<file path="src/rtl/imem_loader.sv">
// imem_loader
//   Boot-time program writer for the instruction memory read by the fetch unit.
//   A byte stream arrives on a valid/ready handshake. The first two bytes are a
//   little-endian 16-bit word count N. They are followed by 4*N bytes, which form
//   little-endian 32-bit instructions. The instructions are written to word
//   addresses 0..N-1. The processor is held in reset until the whole program has
//   been written.
//
// Ports
//   clock      in   1       rising-edge clock
//   reset      in   1       synchronous, active-high
//   in_valid   in   1       byte-stream valid
//   in_data    in   8       byte-stream data
//   in_ready   out  1       loader can take a byte this cycle
//   mem_we     out  1       instruction-memory write strobe, one cycle per word
//   mem_addr   out  ADDR_W  word address of the write
//   mem_wdata  out  32      instruction word of the write
//   cpu_reset  out  1       holds the processor in reset while high
//   done       out  1       program fully loaded (sticky)
//   error      out  1       word count exceeded MEM_WORDS (sticky)
module imem_loader #(
  parameter int MEM_WORDS = 256,
  parameter int ADDR_W    = 8
) (
  input  logic              clock,
  input  logic              reset,
  input  logic              in_valid,
  input  logic [7:0]        in_data,
  output logic              in_ready,
  output logic              mem_we,
  output logic [ADDR_W-1:0] mem_addr,
  output logic [31:0]       mem_wdata,
  output logic              cpu_reset,
  output logic              done,
  output logic              error
);

  typedef enum logic [2:0] {
    LEN0,
    LEN1,
    DATA,
    DONE,
    ERR
  } state_t;

  state_t      state;
  state_t      next_state;

  logic        accept;
  logic [7:0]  n_lo;
  logic [15:0] n_words;
  logic [15:0] n_full;
  logic [1:0]  byte_idx;
  logic [15:0] word_idx;
  logic [23:0] partial;
  logic        last_byte;

  assign accept = in_valid && in_ready;

  // Full count as seen while the high byte is being accepted.
  assign n_full = {in_data, n_lo};

  // True while the byte on offer would complete the final word.
  assign last_byte = (byte_idx == 2'd3) && (word_idx == n_words - 16'd1);

  // The state register holds the position in the stream.
  always_ff @(posedge clock) begin
    if (reset) begin
      state <= LEN0;
    end else begin
      state <= next_state;
    end
  end

  // The stream moves through the header, then the data, then parks in a
  // terminal state. The size check is made up front, so the word index
  // can never run past the end of memory.
  always_comb begin
    next_state = state;
    case (state)
      LEN0: begin
        if (accept) next_state = LEN1;
      end
      LEN1: begin
        if (accept) begin
          if (n_full == 16'd0) begin
            next_state = DONE;
          end else if (int'({16'd0, n_full}) > MEM_WORDS) begin
            next_state = ERR;
          end else begin
            next_state = DATA;
          end
        end
      end
      DATA: begin
        if (accept && last_byte) next_state = DONE;
      end
      default: next_state = state;
    endcase
  end

  // Status outputs are decoded from the state. DONE is entered together with
  // the final write cycle, so done is held off while that write is still on
  // the bus. The CPU is released only once done is asserted.
  always_comb begin
    in_ready  = !reset && ((state == LEN0) || (state == LEN1) || (state == DATA));
    done      = !reset && (state == DONE) && !mem_we;
    error     = !reset && (state == ERR);
    cpu_reset = !done;
  end

  // The datapath latches the count and assembles each word byte by byte.
  // On byte 3 it issues the registered write. The write and the next
  // accept can share a cycle, so the stream runs at one byte per cycle.
  always_ff @(posedge clock) begin
    if (reset) begin
      mem_we    <= 1'b0;
      mem_addr  <= '0;
      mem_wdata <= '0;
      n_lo      <= '0;
      n_words   <= '0;
      byte_idx  <= '0;
      word_idx  <= '0;
      partial   <= '0;
    end else begin
      mem_we <= 1'b0;
      if (accept) begin
        case (state)
          LEN0: n_lo <= in_data;
          LEN1: n_words <= n_full;
          DATA: begin
            case (byte_idx)
              2'd0: partial[7:0]   <= in_data;
              2'd1: partial[15:8]  <= in_data;
              2'd2: partial[23:16] <= in_data;
              default: begin
                mem_we    <= 1'b1;
                mem_addr  <= word_idx[ADDR_W-1:0];
                mem_wdata <= {in_data, partial};
                word_idx  <= word_idx + 16'd1;
              end
            endcase
            byte_idx <= byte_idx + 2'd1;
          end
          default: ;
        endcase
      end
    end
  end

endmodule

</file>
<file path="config.mk">
export PLATFORM = sky130hd
export DESIGN_NAME = imem_loader
export DESIGN_NICKNAME = d
export VERILOG_FILES = /design/src/rtl/imem_loader.sv
export SDC_FILE = /design/constraint.sdc
export NUM_CORES = 1
export LEC_CHECK = 0
export CORE_ASPECT_RATIO = 1.75
export CORE_MARGIN = 5
export CORE_UTILIZATION = 58
export CTS_BUF_LIST = sky130_fd_sc_hd__clkbuf_4 sky130_fd_sc_hd__clkbuf_8
export DETAILED_ROUTE_END_ITERATION = 12
export MAX_ROUTING_LAYER = met4
export PLACE_DENSITY_LB_ADDON = 0.3
export SYNTH_ARGS = -nofsm -noshare
export SYNTH_HDL_FRONTEND = slang
export SYNTH_SLANG_ARGS = --single-unit
</file>
<file path="constraint.sdc">
create_clock -name clock -period 3 [get_ports clock]
set_input_delay 0.9 -clock clock [delete_from_list [all_inputs] [get_ports clock]]
set_output_delay 0.9 -clock clock [all_outputs]
set_load 0.005 [all_outputs]
</file>
# ---- Yosys cells after proc, flatten, opt, wreduce, memory -nomap -nowiden
# Cells that the tools add are included.
dict set report totals {
  inputBits 11
  out_inout_bits 45
  reg_bits 110
  elab_cells 62
}
dict set report op_classes {
  add_sub_neg 3
  n_reduce_logical 26
  order_cmp 1
  bitwise_logic 3
  n_mux 7
  n_eq_ne 11
}
# operator count
set ops {}
lappend ops {{adder 16 x 1 -> 16 bit, second input constant} 1}
lappend ops {{equality test 16 bit} 1}
lappend ops {{greater-than comparator 16 x 9 -> 1 bit, second input constant} 1}
lappend ops {{zero test 16 bit} 1}
lappend ops {{subtractor 16 x 1 -> 16 bit, second input constant} 1}
lappend ops {{2-to-1 mux 3 bit} 5}
lappend ops {{AND reduction 3 bit} 4}
lappend ops {{one-hot mux 3 bit (3 select lines)} 1}
lappend ops {{logical AND 1 bit} 7}
lappend ops {{equality test 3 x 2 -> 1 bit, second input constant} 2}
lappend ops {{!= test 2 bit, second input constant} 3}
lappend ops {{AND reduction 2 bit} 3}
lappend ops {{OR reduction 3 bit} 2}
lappend ops {{equality test 2 bit, second input constant} 2}
lappend ops {{AND reduction 4 bit} 1}
lappend ops {{equality test 3 x 1 -> 1 bit, second input constant} 1}
lappend ops {{equality test 3 bit, second input constant} 1}
lappend ops {{zero test 1 bit} 3}
lappend ops {{zero test 3 bit} 1}
lappend ops {{inverter 1 bit} 3}
lappend ops {{nonzero test 3 bit} 1}
lappend ops {{adder 2 x 1 -> 2 bit, second input constant} 1}
lappend ops {{equality test 2 x 1 -> 1 bit, second input constant} 1}
lappend ops {{zero test 2 bit} 1}
lappend ops {{2 further kinds} 3}

# ---- Logic depth before layout (Yosys ltp)
dict set report depth {
  word_depth 8
  depth_mapped 11
  depth_no_buf 9
}

# ---- Worst setup path before layout
# No wires, ideal clock.
dict set report synth_timing {
  path_type {reg-to-reg}
  start {register n_words[5]}
  end {register state[1]}
  slack_ns 0.362
  synth_period_minus_slack_ns 2.638
  path_buffers 1
  t_required_ns 2.884
  path_stages_with_launch 9
  arrival_time_ns 2.523
  setup_time_ns 0.116
  cell_sequence {dfxtp_1 buf_6 or4_4 or4_1 or3_1 a311o_1 a211oi_1 nand4_1 a31o_1}
}
dict set report synth_between {
  elab_chain_cells 6
}
# item line_no
set synth_rtl {}
lappend synth_rtl {{start: declaration} 51} ;# logic [15:0] n_words;
lappend synth_rtl {{start signal: assignment} 130} ;# LEN1: n_words <= n_full;
lappend synth_rtl {{subtractor 16 x 1 -> 16 bit} 64} ;# assign last_byte = (byte_idx == 2'd3) && (word_idx == n_words - 16'd1);
lappend synth_rtl {{equality test 16 bit} 64}
lappend synth_rtl {{logical AND 1 bit} 64}
lappend synth_rtl {{logical AND 1 bit} 96} ;# if (accept && last_byte) next_state = DONE;
lappend synth_rtl {{!= test 2 bit (no line)} -}
lappend synth_rtl {{AND reduction 4 bit (no line)} -}
lappend synth_rtl {{end signal: assignment} 71} ;# state <= next_state;
lappend synth_rtl {{end: declaration} 46} ;# state_t state;
# Every way passes these cells.
# A chain may end at the register's enable or synchronous reset.

# ---- Final worst setup path
dict set report layout_timing {
  start {input reset}
  end {output cpu_reset}
}
dict set report layout_between {
  elab_chain_cells 4
}
# item line_no
set layout_rtl {}
lappend layout_rtl {{start: declaration} 26} ;# input logic reset,
lappend layout_rtl {{zero test 1 bit} 107} ;# done = !reset && (state == DONE) && !mem_we;
lappend layout_rtl {{logical AND 1 bit (2 in a row)} 107}
lappend layout_rtl {{zero test 1 bit} 109} ;# cpu_reset = !done;
lappend layout_rtl {{end: declaration} 33} ;# output logic cpu_reset,
# Every way passes these cells.

==> flow_metrics.py <==
metrics = {
    "route": {
        "drc": 0,
        "drt-pass1-iter-count": 4,
        "wl_met1_mm": 4.19,
        "drt_iter0_drc": 225,
        "highest_layer": "met4",
        "dr_wl_met2_mm": 5.95,
        "wl_per_cell_um": 15.2,
        "vias": 4161,
        "routed_via_density": 5.70,
        "ant_nets": 0,
        "wl_met3_um": 446,
        "drt_wl_total_mm": 11.1,
    },
    "run_status": {
        "status": "complete, no violations",
    },
    "global_routing": {
        "grt_usage_pct": 23.2,
        "grt_pass1_wl_mm": 18.2,
        "overflow": 0,
        "first_global_vias": 4018,
        "grt_max_degree": 72,
        "antenna_found_initial": 0,
    },
    "floorplanning": {
        "placementRows": 43,
        "design.core.area_um2": 7910,
        "die_h_um": 129,
        "start_util_pct": 59.0,
        "ios": 56,
        "die_x_um": 77.8,
        "die_area_um2": 10000,
    },
    "timing": {
        "relSlewSlack_pct": 53.8,
        "fin_crit_sh_pct": 96.6,
        "finalWorstSetupSlack_ns": 0.102,
        "finClkSkew_ns": 0.00839,
        "setup_violations": 0,
        "drv_slew": 0,
        "final_hold_viol_count": 0,
        "fin_crit_ns": 2.90,
        "tightest_slew_ns": 0.693,
        "rsz0062_at_grt": "false",
        "fmax_mhz": 345,
    },
    "cts": {
        "htree_levels": 3,
        "numCtsBuffers": 9,
        "clock_latency_ns": 0.37,
        "cts_tree": "done",
        "root_buffer": "clkbuf_8",
        "clk_pin_slew_ns": 0.09,
        "clock-sinks": 110,
        "cts.path.max_buffers": 2,
        "postCtsHoldBufs": 0,
    },
    "yosys": {
        "synth.avg_cell_area_um2": 7.96,
        "ys_top_cells_by_area": "dfxtp_1 (47%), nand2_1 (12%), a21oi_1 (9.2%)",
        "yosys_warnings": 0,
        "synth_area_um2": 4660,
        "syn_nets": 604,
        "synthFlopType": "dfxtp_1",
        "yosys-top-cells-count": "nand2_1 (154), dfxtp_1 (110), a21oi_1 (86)",
        "yosys.area.top_type": "dfxtp_1",
        "synth_most_common_cell": "nand2_1",
        "ys_ff_latch": 110,
        "synth_top_area_share_pct": 47.2,
        "synthArstFlopShare_pct": 0,
        "yosysSeqAreaShare_pct": 47.2,
        "syn_inst": 586,
        "synth_edf_count": 0,
        "yosysUniqueCellTypes": 43,
    },
    "run": {
        "drv_cap": 0,
    },
    "worst_hold_path": {
        "hold_path_end": "mem_addr[3]$_SDFFE_PP0P_",
        "hold_path.class": "flop to flop",
        "hold_start": "mem_addr[3]$_SDFFE_PP0P_",
        "worst_hold_path.num_cells": 2,
    },
    "setup_path": {
        "arrival_ns": 2.00,
        "endpoint_kind": "primary output",
        "required_ns": 2.10,
        "rr_endpoint": "state[1]$_SDFFE_PP0P_",
        "crit_type": "primary input to primary output",
        "regToRegSetupSlack_ns": 0.17,
        "start_kind": "primary input",
        "cp_max_fo": 2,
        "r2r-start": "n_words[0]$_SDFFE_PP0P_",
        "reg2reg_depth": 7,
    },
    "final_layout": {
        "layout-drive-gt1-share_pct": 7.34,
        "postLayoutCoreUtil_pct": 70.0,
        "fin_cells": 730,
        "areaGrowthSynthToFinish_pct": 18.7,
        "fillers": 676,
        "antenna_cells": 0,
        "final_net_count": 653,
    },
    "power": {
        "power.leakage_uw": 0.00193,
        "max-vdd-ir-drop_uv": 422,
        "cellPowerDensity_nw_per_um2": 446,
        "total_power_uw": 2470,
    },
    "place": {
        "gp_congestion": 0.863,
        "io_buffers": 55,
        "place_ws_ns": -0.0313,
        "dpl.cell_count": 714,
        "post-dp-hpwl_mm": 8.02,
    },
}
## layout by cell type (no fill, tap or decap), types with 5 or more instances in the layout
cell type and count:
a21oi_1 86, and3_1 6, buf_4 20, clkbuf_8 11
clkdlybuf4s50_1 53, dfxtp_1 110, ha_1 7, inv_1 10
mux2i_1 9, nand2_1 154, nand3_1 36, nor2_1 37
nor2b_1 5, nor3_1 6, nor4_1 5, xnor2_1 18
xor2_1 17
## how the worst max path moves through the flow
stage | to | startpoint | slack [ns]
after global placement | done | reset | -0.03
final | cpu_reset | reset | 0.10
after global routing | state[1]$_SDFFE_PP0P_ | n_words[0]$_SDFFE_PP0P_ | 0.03
after detailed placement | done | reset | -0.03
after CTS | done | reset | 0.008
after floorplan | state[1]$_SDFFE_PP0P_ | n_words[5]$_SDFFE_PP0P_ | 0.36
## per-stage QoR
step / hold slack (ns) / instance area (um^2) / setup TNS (ns)
2_1_floorplan: 0.432 / 4660 / 0
3_3_place_gp: 0.441 / 5320 / -0.0337
3_5_place_dp: 0.447 / 5320 / -0.0313
4_1_cts: 0.462 / 5520 / 0
5_1_grt: 0.470 / 5540 / 0
6_report: 0.457 / 5540 / 0
## power breakdown
group          leakage, uW  switching, uW  internal, uW
combinational     0.000956           79.7          51.8
sequential        0.000887           10.2          1470
clock            0.0000897            503           355
total              0.00193            593          1880
## flip-flops by register name, summed over array words and instances, names as in the netlist, 2 cells and up
| signal | flops |
|---|---|
| n_lo | 8 |
| state | 3 |
| mem_addr | 8 |
| mem_wdata | 32 |
| word_idx | 16 |
| byte_idx | 2 |
| partial | 24 |
| n_words | 16 |
## worst max-delay path, stage by stage
cell             delay [ns]
buf_2                  0.12
or4_4                  0.52
clkdlybuf4s50_1        0.46
## cell type report
type                            instances  area [um^2]  share of cell area [%]
Timing Repair Buffer                   75          698                    12.6
Clock buffer                           11          151                    2.73
Tap cell                               90          113                    2.03
Multi-Input combinational cell        429         2290                    41.4
Inverter                               10         37.5                   0.678
Sequential cell                       110         2200                    39.8
Clock inverter                          5         42.5                   0.768
## cell families after synthesis
kind of cell / after synthesis / share of synthesized area (%)
flip-flops: 110 / 47.2
adder cells (fa/ha/maj): 7 / 1.88
AO/OA/AOI/OAI: 103 / 12.0
buffers and inverters: 47 / 4.05
AND/OR/NAND/NOR: 273 / 25.8
multiplexers: 11 / 2.41
XOR/XNOR: 35 / 6.57
## routing by layer
layer  up-vias  GRT usage, %
met1      1943          24.4
li1       2056             -
met3        41          4.34
met2       121          40.1
met4         0          12.8
met5         -             -
## repair_timing
action / in CTS / in global routing
setup endpoints to repair: 1 / 3
buffers inserted: 0 / 0
resized for setup: 1 / 4
pin swaps: 0 / 1
hold endpoints to repair: 0 / 0
(Power assumes the default switching activity.)
